$ cat config.mk
export PLATFORM = sky130hd
export DESIGN_NAME = alu_result_stage_flat
export DESIGN_NICKNAME = d
export VERILOG_FILES = /design/src/rtl/alu_pkg.sv /design/src/rtl/alu_result_stage_if.sv /design/src/rtl/alu_result_stage_flag_gen.sv /design/src/rtl/alu_result_stage.sv /design/src/flat_wrapper.sv
export SDC_FILE = /design/constraint.sdc
export NUM_CORES = 1
export LEC_CHECK = 0
export ABC_AREA = 1
export CORE_UTILIZATION = 40
export CTS_BUF_LIST = sky130_fd_sc_hd__clkbuf_8
export DETAILED_ROUTE_END_ITERATION = 6
export PLACE_DENSITY_LB_ADDON = 0.3
export SETUP_SLACK_MARGIN = 0.4
export SYNTH_ARGS = -nofsm -noshare
export SYNTH_HDL_FRONTEND = slang
export SYNTH_SLANG_ARGS = --single-unit
export TNS_END_PERCENT = 10
$ cat constraint.sdc
create_clock -name clk_i -period 2.1 [get_ports clk_i]
set_input_delay 0.315 -clock clk_i [delete_from_list [all_inputs] [get_ports clk_i]]
set_output_delay 0.315 -clock clk_i [all_outputs]
set_load 0.05 [all_outputs]
$ cat src/rtl/alu_pkg.sv
// Shared definitions for the ALU result stage: flag bit positions, occupancy states, entry layout.
// Latency: n/a (types and constants only).
// Backpressure: n/a.
package alu_pkg;

    // Bit positions of the NZCV nibble, {N,Z,C,V} from MSB to LSB.
    localparam int FLAG_N = 3;
    localparam int FLAG_Z = 2;
    localparam int FLAG_C = 1;
    localparam int FLAG_V = 0;

    // Widths of the default-configured entry (ALU BITS and register tag width).
    localparam int ENTRY_BITS   = 4;
    localparam int ENTRY_DEST_W = 3;

    // Occupancy of a single buffer slot.
    typedef enum logic {
        OCC_EMPTY = 1'b0,
        OCC_FULL  = 1'b1
    } occ_e;

    // One buffered write-back entry at the default widths.
    typedef struct packed {
        logic [ENTRY_BITS-1:0]   result;
        logic [ENTRY_DEST_W-1:0] dest;
        logic [3:0]              flags;
    } alu_entry_t;

endpackage

$ cat src/rtl/alu_result_stage_if.sv
// Handshake and payload bundle between the ALU, the result stage and write-back.
// Latency: n/a (wires only).
// Backpressure: ready_o gates the upstream side, ready_i gates the downstream side.
interface alu_result_stage_if #(
    parameter int BITS   = 4,
    parameter int DEST_W = 3
);
    logic              valid_i;
    logic              ready_o;
    logic [BITS-1:0]   result_i;
    logic              carry_i;
    logic              ovf_i;
    logic              set_flags_i;
    logic [DEST_W-1:0] dest_i;
    logic              flush_i;
    logic              valid_o;
    logic              ready_i;
    logic [BITS-1:0]   result_o;
    logic [DEST_W-1:0] dest_o;
    logic [3:0]        flags_o;
    logic [3:0]        status_o;

    // Stage side.
    modport slave (
        input  valid_i, result_i, carry_i, ovf_i, set_flags_i, dest_i, flush_i, ready_i,
        output ready_o, valid_o, result_o, dest_o, flags_o, status_o
    );

    // Driver / observer side.
    modport master (
        output valid_i, result_i, carry_i, ovf_i, set_flags_i, dest_i, flush_i, ready_i,
        input  ready_o, valid_o, result_o, dest_o, flags_o, status_o
    );
endinterface

$ cat src/rtl/alu_result_stage_flag_gen.sv
// Derives the NZCV nibble of an ALU result.
// Latency: combinational.
// Backpressure: none.
module flag_gen
    import alu_pkg::*;
#(
    parameter int BITS = 4
) (
    input  logic [BITS-1:0] result_i,
    input  logic            carry_i,
    input  logic            ovf_i,
    output logic [3:0]      flags_o
);

    // Sign from the MSB, zero from a full compare, carry/overflow passed through.
    always_comb begin
        flags_o         = '0;
        flags_o[FLAG_N] = result_i[BITS-1];
        flags_o[FLAG_Z] = (result_i == '0);
        flags_o[FLAG_C] = carry_i;
        flags_o[FLAG_V] = ovf_i;
    end

endmodule

$ cat src/rtl/alu_result_stage.sv
// Two-entry skid buffer for ALU results with per-entry flags and an NZCV status register.
// Latency: 1 cycle from input transfer to valid_o when the main entry is free or draining.
// Backpressure: ready_o is registered and drops only while the skid entry holds an entry.
module alu_result_stage
    import alu_pkg::*;
#(
    parameter int BITS   = 4,
    parameter int DEST_W = 3
) (
    input  logic                 clk_i,
    input  logic                 rst_n_i,
    alu_result_stage_if.slave    bus
);

    typedef struct packed {
        logic [BITS-1:0]   result;
        logic [DEST_W-1:0] dest;
        logic [3:0]        flags;
    } stage_entry_t;

    occ_e         main_st;
    occ_e         skid_st;
    stage_entry_t main_q;
    stage_entry_t skid_q;
    logic [3:0]   status_q;

    logic [3:0]   in_flags;
    stage_entry_t in_entry;
    logic         in_xfer;

    flag_gen #(
        .BITS (BITS)
    ) u_flag_gen (
        .result_i (bus.result_i),
        .carry_i  (bus.carry_i),
        .ovf_i    (bus.ovf_i),
        .flags_o  (in_flags)
    );

    // Assemble the incoming entry and qualify the input handshake.
    always_comb begin
        in_entry        = '0;
        in_entry.result = bus.result_i;
        in_entry.dest   = bus.dest_i;
        in_entry.flags  = in_flags;
        in_xfer         = bus.valid_i && (skid_st == OCC_EMPTY);
    end

    // Occupancy FSMs, payload and status; reset beats flush, flush beats handshakes.
    always_ff @(posedge clk_i) begin
        if (!rst_n_i) begin
            main_st  <= OCC_EMPTY;
            skid_st  <= OCC_EMPTY;
            main_q   <= '0;
            skid_q   <= '0;
            status_q <= 4'b0000;
        end else if (bus.flush_i) begin
            // Payload is left as is; it is meaningless once both slots are empty.
            main_st <= OCC_EMPTY;
            skid_st <= OCC_EMPTY;
        end else begin
            if (in_xfer && bus.set_flags_i) begin
                status_q <= in_flags;
            end
            case (main_st)
                OCC_EMPTY: begin
                    // Skid is never occupied while main is empty.
                    if (in_xfer) begin
                        main_q  <= in_entry;
                        main_st <= OCC_FULL;
                    end
                end
                OCC_FULL: begin
                    if (bus.ready_i) begin
                        if (skid_st == OCC_FULL) begin
                            // ready_o is low here, so no input competes with the refill.
                            main_q  <= skid_q;
                            skid_st <= OCC_EMPTY;
                        end else if (in_xfer) begin
                            main_q <= in_entry;
                        end else begin
                            main_st <= OCC_EMPTY;
                        end
                    end else if (in_xfer) begin
                        skid_q  <= in_entry;
                        skid_st <= OCC_FULL;
                    end
                end
                default: begin
                    main_st <= OCC_EMPTY;
                    skid_st <= OCC_EMPTY;
                end
            endcase
        end
    end

    assign bus.ready_o  = (skid_st == OCC_EMPTY);
    assign bus.valid_o  = (main_st == OCC_FULL);
    assign bus.result_o = main_q.result;
    assign bus.dest_o   = main_q.dest;
    assign bus.flags_o  = main_q.flags;
    assign bus.status_o = status_q;

endmodule

$ cat src/flat_wrapper.sv
// flat-port wrapper written by rule: the top's interface ports become plain ports
module alu_result_stage_flat import alu_pkg::*;
#(
    parameter int BITS   = 4,
    parameter int DEST_W = 3
)
  (clk_i, rst_n_i, bus_valid_i, bus_result_i, bus_carry_i, bus_ovf_i, bus_set_flags_i, bus_dest_i, bus_flush_i, bus_ready_i, bus_ready_o, bus_valid_o, bus_result_o, bus_dest_o, bus_flags_o, bus_status_o);
  alu_result_stage_if #(.BITS(BITS), .DEST_W(DEST_W)) bus_i ();
  input  logic clk_i;
  input  logic rst_n_i;
  input wire logic [$bits(bus_i.valid_i)-1:0] bus_valid_i;
  input wire logic [$bits(bus_i.result_i)-1:0] bus_result_i;
  input wire logic [$bits(bus_i.carry_i)-1:0] bus_carry_i;
  input wire logic [$bits(bus_i.ovf_i)-1:0] bus_ovf_i;
  input wire logic [$bits(bus_i.set_flags_i)-1:0] bus_set_flags_i;
  input wire logic [$bits(bus_i.dest_i)-1:0] bus_dest_i;
  input wire logic [$bits(bus_i.flush_i)-1:0] bus_flush_i;
  input wire logic [$bits(bus_i.ready_i)-1:0] bus_ready_i;
  output wire logic [$bits(bus_i.ready_o)-1:0] bus_ready_o;
  output wire logic [$bits(bus_i.valid_o)-1:0] bus_valid_o;
  output wire logic [$bits(bus_i.result_o)-1:0] bus_result_o;
  output wire logic [$bits(bus_i.dest_o)-1:0] bus_dest_o;
  output wire logic [$bits(bus_i.flags_o)-1:0] bus_flags_o;
  output wire logic [$bits(bus_i.status_o)-1:0] bus_status_o;
  assign bus_i.valid_i = bus_valid_i;
  assign bus_i.result_i = bus_result_i;
  assign bus_i.carry_i = bus_carry_i;
  assign bus_i.ovf_i = bus_ovf_i;
  assign bus_i.set_flags_i = bus_set_flags_i;
  assign bus_i.dest_i = bus_dest_i;
  assign bus_i.flush_i = bus_flush_i;
  assign bus_i.ready_i = bus_ready_i;
  assign bus_ready_o = bus_i.ready_o;
  assign bus_valid_o = bus_i.valid_o;
  assign bus_result_o = bus_i.result_o;
  assign bus_dest_o = bus_i.dest_o;
  assign bus_flags_o = bus_i.flags_o;
  assign bus_status_o = bus_i.status_o;
  alu_result_stage #(.BITS(BITS), .DEST_W(DEST_W)) u_core (.clk_i(clk_i), .rst_n_i(rst_n_i), .bus(bus_i));
endmodule
# [After elaboration in Yosys (flattened, before gate mapping)]
# Index checks and enable logic that the tools add are counted.
[word_totals] reg_bits=28 input_bits=15
[op_classes] reduce_logical=9 mux=10 bitwise=5 eq_ne=1
[ops] operator="$mux 11" n=3
[ops] operator="$pmux 11 s2" n=1
[ops] operator="$reduce_and 2->1" n=3
[ops] operator="$mux 1" n=5
[ops] operator="$not 1->1" n=5
[ops] operator="$logic_not 4->1" n=1
[ops] operator="$reduce_and 4->1" n=1
[ops] operator="$logic_and 1x1->1" n=2
[ops] operator="$ne 2x2->1 const B" n=1
[ops] operator="$pmux 1 s2" n=1
[ops] operator="$reduce_bool 2->1" n=1
[ops] operator="$reduce_or 2->1" n=1

# [Depth between registers and ports, before layout]
# Gate-level depths: netlist of run 1.
[depth] word_depth=6 ltp_mapped=7 depth_no_buf=7

# [Cells and area by module]
# Synthesis of run 1 repeated with hierarchy kept, for this count alone.
[unflattened] cells_unflattened=234 hier_area_um2=1462.7
[by_module_without_submodules] module="alu_result_stage" seq_area_each_um2=560.5 cells_per_inst=224 n_inst=1 area_per_inst_um2=1413.9
[by_module_without_submodules] module="flag_gen" seq_area_each_um2=0.0 cells_per_inst=10 n_inst=1 area_per_inst_um2=48.8

# [Worst setup path before layout of run 1]
# No wires, ideal clock.
[synth_timing] path_type="reg-to-reg" startpoint="register u_core.main_st, in the netlist u_core.bus.valid_o" endpoint="register u_core.main_q (netlist bit u_core.bus.flags_o[2])" slack_ns=0.677 stages_incl_launch_ff=5 setup_ns=0.115 arrival_time_ns=1.308 path_buffers=0 cell_sequence="dfxtp_1 > nand2_1 > or2_2 > a21oi_1 > nor2_1"
[synth_between] elab_chain_len=2 word_cells_on_any_way=4 cone_classes="1 x eq/ne; 1 x mux; 1 x bitwise; 1 x reduce/logical"
[synth_lines] element="from (decl)" line="alu_result_stage.sv:21" source="occ_e main_st;"
[synth_lines] element="from (signal assigned)" line="alu_result_stage.sv:52" source="main_st <= OCC_EMPTY;"
[synth_lines] element="from (signal assigned)" line="alu_result_stage.sv:59" source="main_st <= OCC_EMPTY;"
[synth_lines] element="from (signal assigned)" line="alu_result_stage.sv:70" source="main_st <= OCC_FULL;"
[synth_lines] element="$ne 2x2->1 (no source line) or $not 1->1 (tied branches)"
[synth_lines] element="$reduce_and 2->1 (no source line) or $pmux 11 s2 (tied branches)"
[synth_lines] element="to (signal assigned)" line="alu_result_stage.sv:69" source="main_q <= in_entry;"
[synth_lines] element="to (signal assigned)" line="alu_result_stage.sv:77" source="main_q <= skid_q;"
[synth_lines] element="to (signal assigned)" line="alu_result_stage.sv:80" source="main_q <= in_entry;"
[synth_lines] element="to (decl)" line="alu_result_stage.sv:23" source="stage_entry_t main_q;"
# Several ways; a longest one is shown, not always the timed one.
# A chain may end at the register's enable or synchronous reset.

# [Worst setup path after layout of run 1]
[layout_timing] startpoint="register u_core.main_q (netlist bit u_core.bus.result_o[3])" endpoint="output bus_result_o[3]"
[layout_rtl] element="to (decl)" line="flat_wrapper.sv:21" source="output wire logic [$bits(bus_i.result_o)-1:0] bus_result_o;"
# No word-level cell between the ends.

==> impl_metrics.yaml, run 1 <==
yosys:
  synth_area_per_cell_um2: 6.823
  yosys_warnings: 0
  synth_seq_area_share_pct: 43.77
  synth_area_um2: 1235
  synthTopCellsByArea: "dfxtp_1, nor2_1, nand2_1, o21ai_0, inv_1"
  postSynthRegisterBits: 27
  yosys.area.top_type_share_pct: 43.77
  synthDistinctLibCells: 18
  synth_nets: 196
  synth_largest_area_cell: "dfxtp_1"
  synth_cells: 181
sta:
  finalHoldViolations: 0
  fin_worst_skew_ns: 0.005114
  rsz0062_at_grt: "yes"
  finalWorstSetupSlack_ns: 0.3419
  setup_viol_count_final: 0
  fmax_ghz: 0.5688
  worst_pin_slew_ns: 0.4988
  period_needed_ns: 1.758
  fin_tns_setup_ns: 0
  slew_violations: 0
  slew_headroom_pct: 66.64
  finalCritPeriodShare_pct: 83.72
layout:
  mostFrequentLayoutCells: "nor2_1, nand2_1, clkdlybuf4s50_1, dfxtp_1, inv_1"
  final_area_um2: 1609
  final_common_cell: "nor2_1"
  syn2layout_area_growth_pct: 30.29
  instances_no_fill: 243
  drive_gt1_share_pct: 8.491
  final_nets: 228
  diodes: 0
min_path:
  hold_path.class: "flip-flop to flip-flop"
  hold_depth: 2
floorplanning:
  core-area_um2: 2829
  dieHeight_um: 57.57
  pin_count: 32
  die_area_um2: 3314
  initial_core_util_pct: 43.65
  row_count: 19
  die_width_um: 57.57
placement:
  dp_hpwl_um: 1993
  placed_area_um2: 1559
  dpl_worst_slack_ns: 0.3293
  dp_cells: 239
  port_buffers: 31
  place.gp.congestion: 0.7676
critical_path:
  worstSetupEndpointType: "output pin"
  cp_cell_sequence: "clkdlybuf4s50_1"
  max_stage_delay_ns: 0.81
  crit_start: "u_core.bus.result_o[3]"
  critPathCapture: "bus_result_o[3]"
  worstRegToRegCells: 6
  crit_cells: 1
  path_delay_family: "buffers and inverters"
  cp_slowest_cell: "clkdlybuf4s50_1"
  cp.arrival_ns: 1.44
  crit_type: "flip-flop to output pin"
  reg2reg_slack_ns: 0.63
  cp_max_fo: 3
  crit_buf_inv: 1
  start_kind: "flip-flop"
  crit_required_ns: 1.78
  reg2reg_from: "u_core.bus.valid_o"
  r2r-end: "u_core.bus.dest_o[0]"
detailed_routing:
  drt_iter0_markers: 42
  dr.pass1.iters: 6
  drtAntennaViolNets: 0
  viasPerCell: 4.905
  wl_per_cell_um: 11.15
  vias: 1192
  drt_drc_violations_left: 3
  routed_wirelength_um: 2709
grt:
  grt_usage_pct: 17.43
  antenna_found_initial: 0
  grt_pass1_vias: 1059
  grt-ovfl-total: 0
  grt_max_degree: 17
  grt_pass1_wl_um: 4478
clocking:
  path_clk_slew_ns: 0.09
  clock_latency_ns: 0.27
  clk_path_buf_depth: 2
  cts_max_level: 1
  cts_root_buf: "clkbuf_8"
  cts_tree: "yes"
  cts_buffers: 3
  clock-sinks: 27
run_status:
  violations: "DRC"
  outcome: "finished, violations left"
power:
  power_per_cell_area_nw_per_um2: 668.5
  ir_worst_vdd_mv: 0.3746
  leakagePower_nw: 0.7542
job:
  maxCapViolCount: 0
[power breakdown]
part | internal, mW | leakage [nW] | switching (mW)
sequential | 0.534 | 0.220 | 0.0112
clock | 0.135 | 0.0217 | 0.166
combinational | 0.0891 | 0.512 | 0.141
[flip-flops by register name (all words and copies together) (netlist names)]
signal,flops
u_core.bus.status_o,4
u_core.bus.result_o,4
u_core.bus.flags_o,4
u_core.skid_q,10
u_core.bus.valid_o,1
u_core.bus.dest_o,3
u_core.skid_st,1
[synth_stat cells]
cell type and count:
nand3_2 1, o21ba_2 4, inv_2 2, nand2_2 2, nand2_1 34, nor2_2 2
a21oi_1 5, dfxtp_1 27, or2_2 1, clkbuf_2 1, o21ba_1 4, buf_2 1
o21ai_0 14, nand3_1 5, inv_1 16, buf_6 2, clkbuf_1 2, nor2_1 58
[cells by family after synthesis]
logic type | count (synthesis) | share of synthesized area [%]
AOI/OAI and AO/OA | 27 | 14.18
DFF | 27 | 43.77
and+or+nand+nor | 103 | 33.33
buffers and inverters | 24 | 8.713
[what timing repair did]
action,CTS,global route
setup buffers,0,0
setup endpoints to repair,17,16
gates resized for setup,1,1
hold buffers,0,0
[final cells by class]
class,count,area (um2)
Fill cell,259,1220
Inverter,18,67.56
Multi-Input combinational cell,130,586.8
Timing Repair Buffer,33,326.6
Clock inverter,1,7.507
Clock buffer,3,41.29
Tap cell,31,38.79
Sequential cell,27,540.5
[how the worst min path moves through the flow]
stage,start,to,slack [ns]
5_1_grt,u_core.skid_q[8],u_core.skid_q[8],0.52
3_3_place_gp,u_core.skid_q[2],u_core.skid_q[2],0.46
4_1_cts,u_core.bus.status_o[3],u_core.bus.status_o[3],0.50
6_report,u_core.bus.status_o[3],u_core.bus.status_o[3],0.49
3_5_place_dp,u_core.bus.status_o[3],u_core.bus.status_o[3],0.47
2_1_floorplan,rst_n_i,u_core.bus.status_o[2],0.44
[routing by layer]
| metal | global-route usage, % | vias to the layer above | share of wire [%] |
|---|---|---|---|
| met5 | 0 | - | 0 |
| met4 | 4.181 | 0 | 0.37 |
| met3 | 2.948 | 2 | 3.2 |
| met2 | 31.40 | 20 | 50 |
| met1 | 21.49 | 553 | 47 |
| li1 | - | 617 | - |
[metrics by stage]
step | total power [mW] | util (%) | hold WS, ns
after floorplan | 0.7031 | - | 0.4378
after global placement | 0.7839 | 55.11 | 0.4602
after detailed placement | 0.7887 | 55.11 | 0.4732
after CTS | 1.085 | 56.79 | 0.4953
after global routing | 1.123 | 56.88 | 0.5175
final | 1.076 | 56.88 | 0.4904
Power figures use the tool's default switching activity.
==> inputs of run 2 (changes only) <==
==> constraint.sdc (replaced) <==
create_clock -name clk_i -period 1.7 [get_ports clk_i]
set_input_delay 0.255 -clock clk_i [delete_from_list [all_inputs] [get_ports clk_i]]
set_output_delay 0.255 -clock clk_i [all_outputs]
set_load 0.05 [all_outputs]
==> run 2 against run 1 <==
The run still ends with DRC left. Utilization is 0.088 points higher. Clock skew down 0.0038 ns. Critical path depth is 7 higher. Clock power increased by 20%. Via count grew 0.76%. Worst hold slack lost 0.0027 ns. Register-to-register slack worse by 0.11 ns. Die area unchanged. First-iteration DRC count is 31% lower. Sequential cell count unchanged. Total power rose by 23%. Clock-buffer cell count unchanged.
==> impl_metrics.yaml, run 2 (synthesis gave the netlist of run 1 again) <==
critical_path:
  cp_slowest_cell: "clkdlybuf4s50_1"
  critPathCapture: "u_core.skid_q[6]"
  crit_start: "bus_valid_i"
  crit_buf_inv: 3
  start_kind: "primary input"
  crit_type: "primary input to flip-flop"
  worstRegToRegCells: 6
  cp_cell_sequence: "clkdlybuf4s50_1 -> inv_2 -> nor2_4 -> nand2_2 -> nor2_2 -> buf_4 -> nor2_1 -> nor2_1"
  cp_max_fo: 10
  worstSetupEndpointType: "flip-flop"
  cp.arrival_ns: 1.50
  r2r-end: "u_core.bus.result_o[0]"
  reg2reg_slack_ns: 0.52
  crit_path_frequent_cell: "nor2_1"
  path_delay_family: "buffers and inverters"
  crit_cells: 8
  max_stage_delay_ns: 0.53
  crit_required_ns: 1.91
  reg2reg_from: "u_core.skid_st"
clocking:
  cts_tree: "yes"
  path_clk_slew_ns: 0.09
  cts_root_buf: "clkbuf_8"
  cts_max_level: 1
  cts_buffers: 3
  clock-sinks: 27
  clock_latency_ns: 0.27
  hold_buffers: 0
  clk_path_buf_depth: 2
floorplanning:
  die_width_um: 57.57
  row_count: 19
  initial_core_util_pct: 43.65
  core-area_um2: 2829
  dieHeight_um: 57.57
  pin_count: 32
  die_area_um2: 3314
power:
  ir_worst_vdd_mv: 0.4580
  leakagePower_nw: 0.7986
  power_per_cell_area_nw_per_um2: 818.6
grt:
  grt_max_degree: 16
  grt_usage_pct: 17.71
  grt_pass1_wl_um: 4395
  grt_pass1_vias: 1075
  grt-ovfl-total: 0
  antenna_found_initial: 0
layout:
  seq_area_um2: 541.8
  largest_reg_flops: 10
  largest_register: "u_core.skid_q"
  diodes: 0
  final_util_pct: 56.97
  final_common_cell: "nor2_1"
  drive_gt1_share_pct: 20.00
  fill_cells: 278
  final_nets: 231
  multiInputGateArea_um2: 611.8
  syn2layout_area_growth_pct: 30.50
  mostFrequentLayoutCells: "nor2_1, nand2_1, dfxtp_1, buf_4, inv_1"
detailed_routing:
  drt_iter0_markers: 29
  viasPerCell: 4.882
  vias: 1201
  routed_wirelength_um: 2736
  drtAntennaViolNets: 0
  dr.pass1.iters: 6
  drt_drc_violations_left: 1
  wl_per_cell_um: 11.12
sta:
  rsz0062_at_grt: "yes"
  setup_viol_count_final: 0
  finalHoldViolations: 0
  period_needed_ns: 1.287
  fmax_ghz: 0.7767
  slew_headroom_pct: 84.14
  finalCritPeriodShare_pct: 75.73
  fin_tns_setup_ns: 0
  slew_violations: 0
  fin_worst_skew_ns: 0.001275
  worst_pin_slew_ns: 0.2370
  whs_ns: 0.4877
placement:
  place.gp.congestion: 0.7614
  dp_hpwl_um: 2090
  port_buffers: 31
run_status:
  outcome: "finished, violations left"
  violations: "DRC"
job:
  maxCapViolCount: 0
min_path:
  hold_path.class: "flip-flop to flip-flop"
run 2: cell type report:
class,count,area share (%)
clock inverter,1,0.3106
multi-input combinational,130,37.97
timing repair buffer,36,18.94
inverter,18,4.193
clock buffer,3,2.562
tap,31,2.407
sequential,27,33.62
run 2: worst min path at each step:
stage	startpoint	endpoint	slack [ns]	cells past startpoint
floorplan	rst_n_i	u_core.bus.status_o[2]	0.38	2
global placement	u_core.skid_q[0]	u_core.skid_q[0]	0.47	2
detailed placement	u_core.skid_q[5]	u_core.skid_q[5]	0.48	2
CTS	u_core.skid_q[5]	u_core.skid_q[5]	0.49	2
global route	u_core.skid_q[5]	u_core.skid_q[5]	0.52	2
finish	u_core.bus.status_o[3]	u_core.bus.status_o[3]	0.49	2
run 2: layer usage:
layer	vias up	GRT usage, %	wire length (um)
met4	0	8.362	38
met1	532	20.79	1123
met2	41	31.40	1416
met3	4	2.721	159
li1	624	-	-
met5	-	0	0
run 2: stage by stage:
| step | setup slack, ns | std cells | total power, mW | area, um2 |
|---|---|---|---|---|
| 6_report | 0.4125 | 246 | 1.319 | 1612 |
| 5_1_grt | 0.3244 | 246 | 1.384 | 1612 |
| 4_1_cts | 0.3668 | 246 | 1.327 | 1592 |
| 3_5_place_dp | 0.02275 | 242 | 0.9690 | 1540 |
| 3_3_place_gp | 0.09712 | 242 | 0.9628 | 1540 |
| 2_1_floorplan | 0.4916 | 181 | 0.8688 | 1236 |
run 2: worst register-to-register path, delay by kind of cell, from the launching register on:
family	cells	cell delay (ns)
AND/OR/NAND/NOR	6	0.68
flip-flops	1	0.44
run 2: where the power goes:
group          switching, mW  internal, mW  total [mW]
combinational          0.178         0.106       0.284
clock                  0.196         0.164       0.361
sequential            0.0152         0.660       0.675
total                  0.389         0.930        1.32
run 2: timing repair:
item                                    in CTS  in global routing
resized for setup                            1                  6
buffers inserted                             0                  0
gates cloned                                 0                  0
endpoints found under the hold margin        0                  0
endpoints found under the setup margin      13                 25
==> inputs of run 3 (changes only) <==
==> constraint.sdc (replaced) <==
create_clock -name clk_i -period 1.1 [get_ports clk_i]
set_input_delay 0.165 -clock clk_i [delete_from_list [all_inputs] [get_ports clk_i]]
set_output_delay 0.165 -clock clk_i [all_outputs]
set_load 0.05 [all_outputs]
==> run 3 against run 2 <==
The run ends with DRC, setup timing left. Global-route usage increased by 4.7 points. Critical path depth down 3. Clock skew increased by 0.0032 ns. Worst hold slack worse by 0.13 ns. Combinational power grew 110%. Sequential cell count unchanged. Total power is 69% higher. Design area up 26%. Largest power group unchanged.
==> impl_metrics.yaml, run 3 (synthesis gave the netlist of run 1 again) <==
detailed_routing:
  drt_iter0_markers: 73
  viasPerCell: 5.165
  wl_per_cell_um: 14.00
  drtAntennaViolNets: 0
  drt_drc_violations_left: 2
  routed_wirelength_um: 3556
  vias: 1312
  dr.pass1.iters: 6
critical_path:
  crit_type: "flip-flop to flip-flop"
  cp.arrival_ns: 1.35
  worstSetupEndpointType: "flip-flop"
  reg2reg_from: "u_core.skid_st"
  crit_start: "u_core.skid_st"
  start_kind: "flip-flop"
  crit_required_ns: 1.27
  cp_max_fo: 9
placement:
  port_buffers: 31
  place.gp.congestion: 0.7569
  placed_area_um2: 1818
  dp_hpwl_um: 2299
floorplanning:
  initial_core_util_pct: 43.65
  pin_count: 32
  die_width_um: 57.57
  core-area_um2: 2829
  row_count: 19
  die_area_um2: 3314
  dieHeight_um: 57.57
sta:
  finalCritPeriodShare_pct: 107.1
  finalWorstSetupSlack_ns: -0.07828
  worst_pin_slew_ns: 0.1779
  fmax_ghz: 0.8487
  period_needed_ns: 1.178
  fin_worst_skew_ns: 0.004441
  rsz0062_at_grt: "yes"
  setup_viol_count_final: 16
  slew_headroom_pct: 88.01
  finalHoldViolations: 0
  slew_violations: 0
layout:
  final_common_cell: "nor2_1"
  largest_reg_flops: 10
  fill_cells: 199
  multiInputGateArea_um2: 713.2
  syn2layout_area_growth_pct: 64.64
  final_area_um2: 2033
  largest_register: "u_core.skid_q"
  final_util_pct: 71.87
  drive_gt1_share_pct: 36.77
  final_nets: 239
  mostFrequentLayoutCells: "nor2_1, nand2_1, buf_12, inv_1"
  diodes: 0
  seq_area_um2: 574.3
clocking:
  clock-sinks: 27
  clock_latency_ns: 0.27
  cts_root_buf: "clkbuf_8"
  cts_buffers: 3
  cts_max_level: 1
  path_clk_slew_ns: 0.09
  clk_path_buf_depth: 2
  cts_tree: "yes"
job:
  maxCapViolCount: 0
power:
  leakagePower_nw: 0.9493
  power_per_cell_area_nw_per_um2: 1096
  ir_worst_vdd_mv: 0.6915
grt:
  met1_usage_pct: 27.34
  grt_pass1_wl_um: 5768
  grt_pass1_vias: 1293
  use_met3_pct: 3.175
  antenna_found_initial: 0
  grt_usage_pct: 22.44
  met2_usage_pct: 40.37
  grt-ovfl-total: 0
  grt_max_degree: 17
  gr-max-usage-layer: "met2"
min_path:
  hold_path.class: "primary input to flip-flop"
  min_from: "rst_n_i"
run_status:
  outcome: "finished, violations left"
  violations: "DRC, setup timing"
-- run 3: cell types whose count changed in the layout (fill, tap and decap cells not counted), sizes merged --
cell           previous run  this run
buf                      22        29
clkdlybuf4s50            14        12
dlygate4sd2               0         2
clkinv                    1         0
inv                      18        19
nand3                     6         7
-- run 3: timing repair --
action	in CTS	in global routing
resized for setup	46	11
pin swaps	14	11
endpoints found under the setup margin	44	44
buffers inserted	1	0
hold buffers	0	0
cloned	0	3
-- run 3: per-layer routing --
layer / routed length, um / share of wire (%) / up-vias
li1: - / - / 642
met1: 1484 / 42 / 598
met2: 1702 / 48 / 60
met3: 283 / 8.0 / 12
met4: 86 / 2.4 / 0
met5: 0 / 0 / -
-- run 3: worst paths after layout --
kind / to / slack [ns] / cells after the start
max: u_core.skid_q[1] / -0.08 / 5
min: u_core.bus.result_o[3] / 0.36 / 3
max reg2reg: u_core.skid_q[1] / -0.08 / 5
min reg2reg: u_core.skid_q[5] / 0.50 / 2
-- run 3: cell type report --
type | count | share of cell area, %
Inverter | 18 | 3.692
Clock buffer | 3 | 2.031
Multi-Input combinational cell | 131 | 35.08
Timing Repair Buffer | 43 | 28.86
Clock inverter | 1 | 0.1846
Tap cell | 31 | 1.908
Sequential cell | 27 | 28.25
-- run 3: through the flow --
stage	TNS (ns)	hold WS (ns)	instances	setup slack [ns]	power, mW
final	-0.2850	0.3575	254	-0.07828	2.228
after global routing	-1.501	0.3751	254	-0.1068	2.300
after CTS	-0.04254	0.3467	251	-0.03909	2.211
after detailed placement	-8.902	0.4885	246	-0.4219	1.625
after global placement	-7.653	0.4662	246	-0.3418	1.614
after floorplan	0	0.2878	181	0.04286	1.355
-- run 3: critical path, cell delays in order, from the launching register on --
cell	delay [ns]
dfxtp_4	0.39
nor2_4	0.15
buf_6	0.13
nand3_4	0.12
o21ai_1	0.21
nor2_1	0.07
-- run 3: power by group --
group / internal, mW / leakage [nW] / switching (mW)
Sequential: 1.02 / 0.228 / 0.0465
Combinational: 0.280 / 0.694 / 0.315
Clock: 0.251 / 0.0269 / 0.316
